$ cat src/rtl/fmarb_pkg.sv
// Shared types for the fetch/data memory-port arbiter.
package fmarb_pkg;

    typedef enum logic [2:0] {
        StIdle   = 3'd0,
        StIfReq  = 3'd1,
        StIfWait = 3'd2,
        StDReq   = 3'd3,
        StDWait  = 3'd4
    } state_e;

    localparam logic RID_IF = 1'b0;
    localparam logic RID_D  = 1'b1;

endpackage

$ cat src/rtl/fmarb_prio.sv
// Winner select for the shared memory port: data first, unless fetch has been starved
// for STARVE_LIMIT consecutive data wins.
module fmarb_prio
    import fmarb_pkg::*;
#(
    parameter int unsigned STARVE_LIMIT = 4
) (
    input  logic clk,
    input  logic rst_n,
    input  logic if_req,
    input  logic d_req,
    input  logic take,
    output logic winner
);

    localparam int unsigned CW = $clog2(STARVE_LIMIT + 1);
    localparam logic [CW-1:0] LIMIT = CW'(STARVE_LIMIT);

    logic [CW-1:0] streak_q, streak_d;

    always_comb begin
        winner = (d_req && !(if_req && streak_q == LIMIT)) ? RID_D : RID_IF;
    end

    // Streak only grows while a fetch is actually waiting behind the data win.
    always_comb begin
        streak_d = streak_q;
        if (take) begin
            if (winner == RID_IF) begin
                streak_d = '0;
            end else if (if_req && streak_q != LIMIT) begin
                streak_d = streak_q + 1'b1;
            end
        end
    end

    always_ff @(posedge clk or negedge rst_n) begin
        if (!rst_n) begin
            streak_q <= '0;
        end else begin
            streak_q <= streak_d;
        end
    end

endmodule

$ cat src/rtl/fetch_mem_arbiter.sv
// Shares one memory port between instruction fetch and the load/store unit, one access
// in flight at a time, discarding fetch responses cancelled by a branch flush.
module fetch_mem_arbiter
    import fmarb_pkg::*;
#(
    parameter int unsigned AW           = 32,
    parameter int unsigned DW           = 32,
    parameter int unsigned STARVE_LIMIT = 4
) (
    input  logic          clk,
    input  logic          rst_n,
    input  logic          if_req,
    input  logic [AW-1:0] if_addr,
    input  logic          if_flush,
    output logic          if_gnt,
    output logic          if_rvalid,
    output logic [DW-1:0] if_rdata,
    output logic          if_stall,
    input  logic          d_req,
    input  logic          d_we,
    input  logic [AW-1:0] d_addr,
    input  logic [DW-1:0] d_wdata,
    output logic          d_gnt,
    output logic          d_rvalid,
    output logic [DW-1:0] d_rdata,
    output logic          mem_req,
    output logic          mem_we,
    output logic [AW-1:0] mem_addr,
    output logic [DW-1:0] mem_wdata,
    input  logic          mem_gnt,
    input  logic          mem_rvalid,
    input  logic [DW-1:0] mem_rdata
);

    state_e        state_q, state_d;
    logic [AW-1:0] addr_q, addr_d;
    logic [DW-1:0] wdata_q, wdata_d;
    logic          we_q, we_d;
    logic          drop_q, drop_d;
    logic          if_req_eff;
    logic          take;
    logic          winner;

    // A flushing fetch is not a candidate for the port this cycle.
    assign if_req_eff = if_req & ~if_flush;

    fmarb_prio #(
        .STARVE_LIMIT(STARVE_LIMIT)
    ) u_prio (
        .clk   (clk),
        .rst_n (rst_n),
        .if_req(if_req_eff),
        .d_req (d_req),
        .take  (take),
        .winner(winner)
    );

    always_comb begin
        state_d   = state_q;
        addr_d    = addr_q;
        wdata_d   = wdata_q;
        we_d      = we_q;
        drop_d    = drop_q;
        take      = 1'b0;
        if_gnt    = 1'b0;
        d_gnt     = 1'b0;
        if_rvalid = 1'b0;
        if_rdata  = '0;
        d_rvalid  = 1'b0;
        d_rdata   = '0;
        mem_req   = 1'b0;

        unique case (state_q)
            StIdle: begin
                if (if_req_eff || d_req) begin
                    take = 1'b1;
                    if (winner == RID_D) begin
                        d_gnt   = 1'b1;
                        addr_d  = d_addr;
                        we_d    = d_we;
                        wdata_d = d_wdata;
                        state_d = StDReq;
                    end else begin
                        if_gnt  = 1'b1;
                        addr_d  = if_addr;
                        we_d    = 1'b0;
                        wdata_d = '0;
                        state_d = StIfReq;
                    end
                end
            end
            StIfReq: begin
                mem_req = 1'b1;
                if (mem_gnt) begin
                    state_d = StIfWait;
                    if (if_flush) drop_d = 1'b1;
                end else if (if_flush) begin
                    state_d = StIdle;
                end
            end
            StIfWait: begin
                if (mem_rvalid) begin
                    if (!drop_q && !if_flush) begin
                        if_rvalid = 1'b1;
                        if_rdata  = mem_rdata;
                    end
                    state_d = StIdle;
                end else if (if_flush) begin
                    drop_d = 1'b1;
                end
            end
            StDReq: begin
                mem_req = 1'b1;
                if (mem_gnt) state_d = StDWait;
            end
            StDWait: begin
                if (mem_rvalid) begin
                    d_rvalid = 1'b1;
                    d_rdata  = we_q ? '0 : mem_rdata;
                    state_d  = StIdle;
                end
            end
            default: state_d = StIdle;
        endcase

        if (state_d == StIdle) drop_d = 1'b0;

        // Grants are combinational from the inputs; keep them quiet while reset is held.
        if (!rst_n) begin
            take   = 1'b0;
            if_gnt = 1'b0;
            d_gnt  = 1'b0;
        end
    end

    assign if_stall  = if_req & ~if_rvalid & rst_n;
    assign mem_we    = we_q;
    assign mem_addr  = addr_q;
    assign mem_wdata = wdata_q;

    always_ff @(posedge clk or negedge rst_n) begin
        if (!rst_n) begin
            state_q <= StIdle;
            addr_q  <= '0;
            wdata_q <= '0;
            we_q    <= 1'b0;
            drop_q  <= 1'b0;
        end else begin
            state_q <= state_d;
            addr_q  <= addr_d;
            wdata_q <= wdata_d;
            we_q    <= we_d;
            drop_q  <= drop_d;
        end
    end

endmodule

$ cat config.mk
export PLATFORM = sky130hd
export DESIGN_NAME = fetch_mem_arbiter
export DESIGN_NICKNAME = d
export VERILOG_FILES = /design/src/rtl/fmarb_pkg.sv /design/src/rtl/fmarb_prio.sv /design/src/rtl/fetch_mem_arbiter.sv
export SDC_FILE = /design/constraint.sdc
export NUM_CORES = 1
export LEC_CHECK = 0
export ABC_AREA = 1
export BUFFER_PORTS_ARGS = -buffer_cell sky130_fd_sc_hd__buf_2
export CAP_MARGIN = 25
export CORE_AREA = 4 4 103 105
export CTS_CLUSTER_SIZE = 12
export DETAILED_ROUTE_END_ITERATION = 12
export DIE_AREA = 0 0 107 109
export PLACE_DENSITY = 0.8
export SYNTH_ARGS = -nofsm -noshare
export SYNTH_HDL_FRONTEND = slang
export SYNTH_HIERARCHICAL = 1
export SYNTH_SLANG_ARGS = --single-unit
$ cat constraint.sdc
create_clock -name clk -period 3.9 [get_ports clk]
set_input_delay 0.39 -clock clk [delete_from_list [all_inputs] [get_ports clk]]
set_output_delay 0.39 -clock clk [all_outputs]
set_load 0.02 [all_outputs]
==> results of run 1 <==
==> stage by stage <==
step	total power, W	utilization [%]	instance area [um^2]	hold slack, ps
after floorplan	0.00239	-	3720	94.4
after global placement	0.00295	52.9	5100	306
after detailed placement	0.00298	52.9	5100	308
after CTS	0.00356	55.0	5300	230
after global routing	0.00378	55.1	5310	232
final	0.00351	55.1	5310	250
==> worst max path at each step <==
stage | start | to | cells after the start
final | state_q[1] | if_gnt | 6
after global placement | if_flush | if_gnt | 7
after floorplan | u_prio/streak_q[0] | d_gnt | 6
after global routing | state_q[1] | if_gnt | 6
after detailed placement | if_flush | if_gnt | 7
after CTS | state_q[1] | if_gnt | 6
==> routing by layer <==
layer	up-vias	global-route usage (%)	wire length (um)
met1	1720	20.3	4390
met2	177	37.9	6640
met3	26	5.51	1010
met5	-	0	0
li1	1967	-	-
met4	0	11.2	370
==> report_power, final <==
group	switching (W)	internal, W
clock	0.000318	0.000244
combinational	0.00110	0.000570
sequential	0.000190	0.00109
total	0.00161	0.00190
==> placed cells by master, fill, tap and decap left out, types with 4 or more instances in the layout <==
cell type,netlist,layout
nor2_2,12,12
a22o_1,32,32
buf_2,10,269
dfrtp_1,72,72
diode_2,0,4
nand2_1,87,87
o21ai_0,63,63
clkbuf_8,0,9
inv_1,80,80
nand3_1,8,8
inv_2,5,5
nor2_1,61,61
==> cells by family after synthesis <==
| family | count (synthesis) | synth area share [%] |
|---|---|---|
| AO/OA/AOI/OAI | 102 | 17.3 |
| adder cells (fa/ha/maj) | 2 | 0.673 |
| buffers and inverters | 111 | 13.2 |
| flip-flops | 72 | 48.4 |
| AND/OR/NAND/NOR | 178 | 20.5 |
==> what timing repair did <==
item	in CTS	in global routing
hold buffers	1	0
hold endpoints to repair	20	0
endpoints found under the setup margin	0	0
==> final cells by class <==
cell class / count / area [um^2] / area share, %
antenna: 4 / 10.0 / 0.189
sequential: 72 / 1800 / 33.9
tap: 133 / 166 / 3.14
clock buffer: 9 / 124 / 2.33
clock inverter: 7 / 63.8 / 1.20
inverter: 85 / 319 / 6.01
multi-input combinational: 282 / 1440 / 27.2
timing repair buffer: 273 / 1380 / 26.0
==> cells in the mapped netlist, drive strengths merged <==
cell / instances / area share, %
a21oi: 3 / 0.71
a22o: 32 / 7.5
a31oi: 1 / 0.17
buf: 20 / 4.0
clkbuf: 6 / 0.61
dfrtp: 72 / 48
ha: 2 / 0.67
inv: 85 / 8.6
nand2: 91 / 9.6
nand3: 8 / 1.1
nand4: 1 / 0.17
nor2: 74 / 8.5
nor3: 4 / 1.1
o21ai: 66 / 8.9
==> registers in the layout, indices dropped and copies added (netlist names) <==
name / flops
drop_q: 1
mem_addr: 32
mem_wdata: 32
mem_we: 1
state_q: 3
u_prio/streak_q: 3
==> qor.txt, run 1 <==
Register-to-Register Setup Slack - 1910 ps
Antenna Nets Post-Route - 0
Min Clock Period, post-route - 2470 ps
Pwr Density - 662 nW/um^2
Fmax - 0.405 GHz
Worst endpoint required time - 3510 ps
Largest net degree at the start of global routing - 101
P&R area growth vs syn - 42.7%
Vias per cell - 4.50
Worst R2R Start - state_q[1]
Core ar. - 9640 um^2
Fill cell count - 958
Slew @ Worst Pin - 935 ps
Via count - 3890
Die height - 109 um
R2r endpoint - u_prio/streak_q[2]
Initial Util - 38.6%
Worst-Skew Late Latency - 350 ps
Outcome - finished, final reports clean
Placed Cells - 844
# IOs - 271
Pre-CTS WS - 1750 ps
Kind of start point of the critical path - flip-flop
CTS Buf Count - 9
PortBufs - 270
Warnings, synthesis - 6
Routed len/inst - 14.3 um
Crit-path cells - inv_2, nand2_2, nor2_2, nand2_4, nor3_1, buf_2
Avg Cell Area, Syn - 8.00 um^2
H-tree levels - 3
Post-CTS Resized - 0
Layout cell share with drive strength beyond 1 - 43.4%
Leakage - 3.30 nW
Clk_skew - 8.91 ps
CP max stage delay - 470 ps
#FFs+latches synth - 72
CP bufs+invs - 2
Max Buffers Root-to-Sink - 2
Final hold violations - 0
CTS tree - done
Final setup vio count - 0
Total Routing Usage GR - 20.3%
Row Count - 36
Setup TNS - 0 ps
Initial drt markers - 256
CP top delay family - simple AND/OR/NAND/NOR gates
Post CTS Setup Buffer Count - 0
Slew headroom - 37.7%
Mapped Cells - 465
CTS clock-pin slew for the worst setup and hold paths - 90 ps
First-pass GRT wire length - 18100 um
Clk sinks - 72
Overall routed net length - 12400 um
Crit path DAT - 2080 ps
Die Wd - 107 um
Hold EP - mem_wdata[26]
CTS root buf - clkbuf_8
Critical setup path kind - flip-flop to primary output
Seq/Total Area, Yosys - 48.4%
Vias in the first global route - 3661
Hold crit path type - input pin to flip-flop
Initial antenna violation count - 5
HPWL after DPL - 9940 um
Fin nets - 861
RSZ-0062 raised after global routing - false
GRT overflow - 0
Number of remaining DRC errors - 0
Slowest cell on crit path - nand2_4
Slew Limit Fails - 0
Fin crit share - 63.2%
VDD IR max - 0.000308 V
Synth unique cells - 23
Highest net fanout along the worst path - 100
Fin cells - 865
CP Capture Type - primary output
Synthesized area - 3720 um^2
Die area - 11700 um^2
Max Cap Viol - 0
Crit path setup slack, layout - 1430 ps
Worst-case reg-to-reg path depth - 9
Hold_sp - d_wdata[26]
DRT Pass-1 Iters - 4
Syn Nets - 603
Worst Hold Depth - 2
Placer Congestion - 0.898
(Power assumes the default switching activity.)
==> run 2, diff against run 1 <==
--- a/config.mk
+++ b/config.mk
@@ -8,11 +8,11 @@
 export ABC_AREA = 1
 export BUFFER_PORTS_ARGS = -buffer_cell sky130_fd_sc_hd__buf_2
 export CAP_MARGIN = 25
-export CORE_AREA = 4 4 103 105
+export CORE_MARGIN = 4
+export CORE_UTILIZATION = 37
 export CTS_CLUSTER_SIZE = 12
 export DETAILED_ROUTE_END_ITERATION = 12
-export DIE_AREA = 0 0 107 109
-export PLACE_DENSITY = 0.8
+export PLACE_DENSITY = 0.81
 export SYNTH_ARGS = -nofsm -noshare
 export SYNTH_HDL_FRONTEND = slang
 export SYNTH_HIERARCHICAL = 1
==> constraint.sdc (replaced) <==
create_clock -name clk -period 2.08 [get_ports clk]
set_input_delay 0.208 -clock clk [delete_from_list [all_inputs] [get_ports clk]]
set_output_delay 0.208 -clock clk [all_outputs]
set_load 0.02 [all_outputs]
==> run 2 against run 1 <==
Compared with the run above: final area rose by 3.4%; first-iteration DRC count is 7.8% higher; global-route usage fell by 2.1 points; hold slack got worse by 170 ps; critical endpoint is now if_rdata[28]; largest power group unchanged; highest routed layer is now met5.
==> qor.txt, run 2 (synthesis gave the netlist of run 1 again) <==
DR WL met3 - 1030 um
CP Capture Type - primary output
Pwr Density - 1210 nW/um^2
Fmax - 0.490 GHz
Worst endpoint required time - 1870 ps
Fin crit share - 98.1%
Critical setup path kind - flip-flop to primary output
Placer Congestion - 0.795
Outcome - finished, final reports clean
Fin util - 56.1%
Highest net fanout along the worst path - 16
CTS Buf Count - 9
Commonest non-fill, non-tap cell in the layout - buf_2
HPWL after DPL - 8890 um
Die height - 108 um
CTS tree - done
Via count - 3809
CTS clock-pin slew for the worst setup and hold paths - 90 ps
Total Routing Usage GR - 18.2%
Fin nets - 872
Row Count - 36
Final setup vio count - 0
Slew headroom - 64.8%
GRT overflow - 0
Most frequent cells in the layout - buf_2, nand2_1, inv_1
Kind of start point of the critical path - flip-flop
Clk_skew - 12.6 ps
Initial drt markers - 276
Slew @ Worst Pin - 528 ps
Setup TNS - 0 ps
First-pass GRT wire length - 17000 um
Routed length on met2 - 5530 um
H-tree levels - 3
Number of remaining DRC errors - 0
Core ar. - 9770 um^2
Min Clock Period, post-route - 2040 ps
Die area - 11700 um^2
Crit path DAT - 1830 ps
Final hold violations - 0
# diodes - 0
Top sig layer - met5
PortBufs - 270
Slew Limit Fails - 0
Leakage - 3.36 nW
DRT Pass-1 Iters - 4
Layout cell share with drive strength beyond 1 - 44.8%
Largest net degree at the start of global routing - 66
CP startpoint - state_q[2]
Initial Util - 38.1%
Worst R2R Start - u_prio/streak_q[0]
Initial antenna violation count - 1
Metal1 wirelength - 4580 um
Overall routed net length - 11300 um
R2r endpoint - drop_q
Routed len/inst - 13.0 um
Vias in the first global route - 3493
Max Buffers Root-to-Sink - 2
CTS root buf - clkbuf_8
Critical Path Sink - if_rdata[28]
Antenna Nets Post-Route - 0
VDD IR max - 0.000584 V
P&R area growth vs syn - 47.5%
Hold crit path type - input pin to flip-flop
Worst-case reg-to-reg path depth - 8
Clk sinks - 72
Worst-Skew Late Latency - 330 ps
Max Cap Viol - 0
Die Wd - 108 um
Register-to-Register Setup Slack - 480 ps
Vias per cell - 4.37
# IOs - 271
==> run 2: area by class of cell <==
class	count	area, um^2
sequential	72	1800
inverter	85	324
timing repair inverter	2	12.5
tap	133	166
multi-input combinational	282	1460
fill	927	4290
clock inverter	7	53.8
clock buffer	9	124
timing repair buffer	282	1540
==> run 2: stage by stage <==
step	power, W	instances	hold slack [ps]	instance area (um^2)	setup slack, ps
CTS	0.00667	866	66.9	5380	71.8
global placement	0.00559	849	307	5190	462
global route	0.00719	872	63.0	5490	-74.8
detailed placement	0.00566	849	315	5190	433
floorplan	0.00448	465	-87.6	3720	261
finish	0.00666	872	84.5	5490	40.4
==> run 2: worst max-delay path, stage by stage (launching register included) <==
cell and delay, ps:
dfrtp_2 440, nor2_2 140, nand2_1 90, nor3_4 310, buf_6 160, inv_4 70, nor2_1 120, buf_4 160
==> run 2: repair_timing <==
item / 4_1_cts / 5_1_grt
hold buffers: 1 / 0
hold endpoints to repair: 29 / 0
resized for setup: 0 / 29
setup buffers: 0 / 4
setup endpoints to repair: 0 / 34
==> run 2: how the worst min path moves through the flow <==
| stage | end | cells past startpoint | slack (ps) | from |
|---|---|---|---|---|
| final | mem_wdata[25] | 2 | 80 | d_wdata[25] |
| after global routing | mem_wdata[26] | 2 | 60 | d_wdata[26] |
| after detailed placement | u_prio/streak_q[2] | 2 | 320 | rst_n |
| after floorplan | drop_q | 0 | -90 | rst_n |
| after CTS | mem_wdata[26] | 2 | 70 | d_wdata[26] |
| after global placement | mem_addr[17] | 2 | 310 | rst_n |
==> run 2: where the power goes <==
part / total [W] / switching [W] / internal, W / leakage (nW)
combinational: 0.00330 / 0.00210 / 0.00120 / 2.36
sequential: 0.00238 / 0.000345 / 0.00204 / 0.914
clock: 0.000984 / 0.000541 / 0.000443 / 0.0827
==> run 2: routing by layer <==
layer	track usage, %	vias to the layer above
li1	-	1990
met1	21.9	1649
met2	31.5	152
met3	5.07	16
met4	5.86	2
met5	0	-
==> run 3, diff against run 2 <==
--- a/config.mk
+++ b/config.mk
@@ -8,11 +8,11 @@
 export ABC_AREA = 1
 export BUFFER_PORTS_ARGS = -buffer_cell sky130_fd_sc_hd__buf_2
 export CAP_MARGIN = 25
-export CORE_MARGIN = 4
-export CORE_UTILIZATION = 37
+export CORE_AREA = 4 4 104 106
 export CTS_CLUSTER_SIZE = 12
 export DETAILED_ROUTE_END_ITERATION = 12
-export PLACE_DENSITY = 0.81
+export DIE_AREA = 0 0 108 110
+export PLACE_DENSITY = 0.79
 export SYNTH_ARGS = -nofsm -noshare
 export SYNTH_HDL_FRONTEND = slang
 export SYNTH_HIERARCHICAL = 1
==> constraint.sdc (replaced) <==
create_clock -name clk -period 1.91 [get_ports clk]
set_input_delay 0.191 -clock clk [delete_from_list [all_inputs] [get_ports clk]]
set_output_delay 0.191 -clock clk [all_outputs]
set_load 0.02 [all_outputs]
==> run 3 against run 2 <==
Compared with the run above: the flow now finishes with violations (setup timing); clock power up 19%; combinational power up 18%; critical path depth unchanged; core utilization up 5.6 points; clock-buffer cell count unchanged; sequential power up 11%; register-to-register slack worse by 300 ps; routed wire length up 16%; critical endpoint is now if_rdata[1]; largest cell class is now buffers.
==> qor.txt, run 3 (synthesis gave the netlist of run 1 again) <==
Min Clock Period, post-route - 1940 ps
# IOs - 271
Row Count - 36
Worst Hold Depth - 2
Worst endpoint required time - 1720 ps
Fin cells - 886
Hold EP - mem_wdata[25]
Routed len/inst - 14.9 um
DRT Pass-1 Iters - 4
Layout cell share with drive strength beyond 1 - 49.5%
Crit path setup slack, layout - -30.4 ps
CTS clock-pin slew for the worst setup and hold paths - 100 ps
Fin nets - 886
CP Capture Type - primary output
PortBufs - 270
Register-to-Register Setup Slack - 180 ps
Highest net fanout along the worst path - 8
Pwr Density - 1280 nW/um^2
CTS tree - done
Slew Limit Fails - 0
Initial drt markers - 256
Kind of start point of the critical path - flip-flop
Fin util - 61.8%
Overall routed net length - 13200 um
Critical setup path kind - flip-flop to primary output
VDD IR max - 0.000620 V
First-pass GRT wire length - 17700 um
Initial Util - 38.1%
Outcome - finished, violations left
Worst R2R Start - u_prio/streak_q[1]
Slew @ Worst Pin - 820 ps
Fin crit share - 102%
Via count - 4083
Final hold violations - 0
Core ar. - 9770 um^2
Clk sinks - 72
Fmax - 0.515 GHz
Worst-case reg-to-reg path depth - 8
H-tree levels - 3
Max Cap Viol - 0
Vias per cell - 4.61
Number of remaining DRC errors - 0
Hold_sp - d_wdata[25]
Most frequent cells in the layout - buf_2, nand2_1, inv_1
Post-route cell area - 6040 um^2
Antenna Nets Post-Route - 0
Vias in the first global route - 3723
Die Wd - 108 um
Total Routing Usage GR - 18.8%
Max Buffers Root-to-Sink - 2
RSZ-0062 raised after global routing - true
P&R area growth vs syn - 62.3%
Worst-Skew Late Latency - 340 ps
Commonest non-fill, non-tap cell in the layout - buf_2
Placer Congestion - 0.822
CTS Buf Count - 9
Die area - 11900 um^2
Hold crit path type - input pin to flip-flop
HPWL after DPL - 8820 um
Clk_skew - 13.9 ps
Placed Cells - 848
Die height - 110 um
# diodes - 0
DP Area - 5180 um^2
CTS root buf - clkbuf_8
Largest net degree at the start of global routing - 69
Slew headroom - 45.3%
Failing checks - setup timing
GRT overflow - 0
Leakage - 3.51 nW
Total power - 0.00771 W
Crit path DAT - 1750 ps
Final setup vio count - 3
Initial antenna violation count - 0
R2r endpoint - mem_addr[5]
-- run 3: cell count changes in the layout (fill, tap and decap cells not counted), moves of 3 or more --
cell	change
clkinvlp_4	-3
nor2_1	-23
clkinv_8	+3
buf_4	+40
nand2_4	+3
buf_6	+18
buf_2	-49
nor2_4	+12
inv_8	+3
nor2_2	+11
-- run 3: layout make-up --
cell class,instances,area (um^2)
timing repair buffer,294,1890
tap,133,166
fill,846,3740
timing repair inverter,3,43.8
clock buffer,9,124
multi-input combinational,283,1620
clock inverter,7,73.8
sequential,72,1800
inverter,85,324
-- run 3: per-stage QoR --
stage | setup WS, ps | hold WS, ps | TNS, ps
2_1_floorplan | 108 | -105 | 0
3_3_place_gp | 303 | 12.6 | 0
3_5_place_dp | 263 | 16.1 | 0
4_1_cts | 0.578 | 40.8 | 0
5_1_grt | -191 | 27.7 | -3030
6_report | -30.4 | 59.3 | -62.5
-- run 3: worst max path at each step --
| stage | start | end | slack, ps |
|---|---|---|---|
| final | state_q[0] | if_rdata[1] | -30 |
| after global routing | state_q[0] | if_rdata[24] | -190 |
| after CTS | u_prio/streak_q[0] | if_gnt | 0.6 |
| after detailed placement | u_prio/streak_q[0] | mem_addr[13] | 260 |
| after global placement | u_prio/streak_q[0] | d_gnt | 300 |
| after floorplan | u_prio/streak_q[0] | d_gnt | 110 |
-- run 3: metal layers --
layer | up-vias | track usage (%) | routed length (um) | part of all wire (%)
li1 | 2019 | - | - | -
met1 | 1845 | 22.5 | 4940 | 37
met2 | 195 | 32.2 | 6790 | 51
met3 | 24 | 6.58 | 1230 | 9.3
met4 | 0 | 5.14 | 228 | 1.7
met5 | - | 0 | 0 | 0
-- run 3: report_power, final --
| group | switching [W] | total, W | internal, W |
|---|---|---|---|
| clock | 0.000659 | 0.00117 | 0.000514 |
| sequential | 0.000407 | 0.00263 | 0.00222 |
| combinational | 0.00242 | 0.00391 | 0.00149 |
-- run 3: what timing repair did --
item,CTS,global route
gates resized for setup,10,138
endpoints found under the hold margin,4,0
cloned,2,4
hold buffers,1,0
pin swaps,3,5
setup endpoints to repair,64,67
setup buffers,3,12
-- run 3: worst max-delay path, stage by stage (launching register included) --
cell and delay, ps:
dfrtp_1 440, nor2_4 140, nand2_2 70, nor3_4 190
buf_6 190, clkinv_8 80, nor2_1 130, buf_4 170
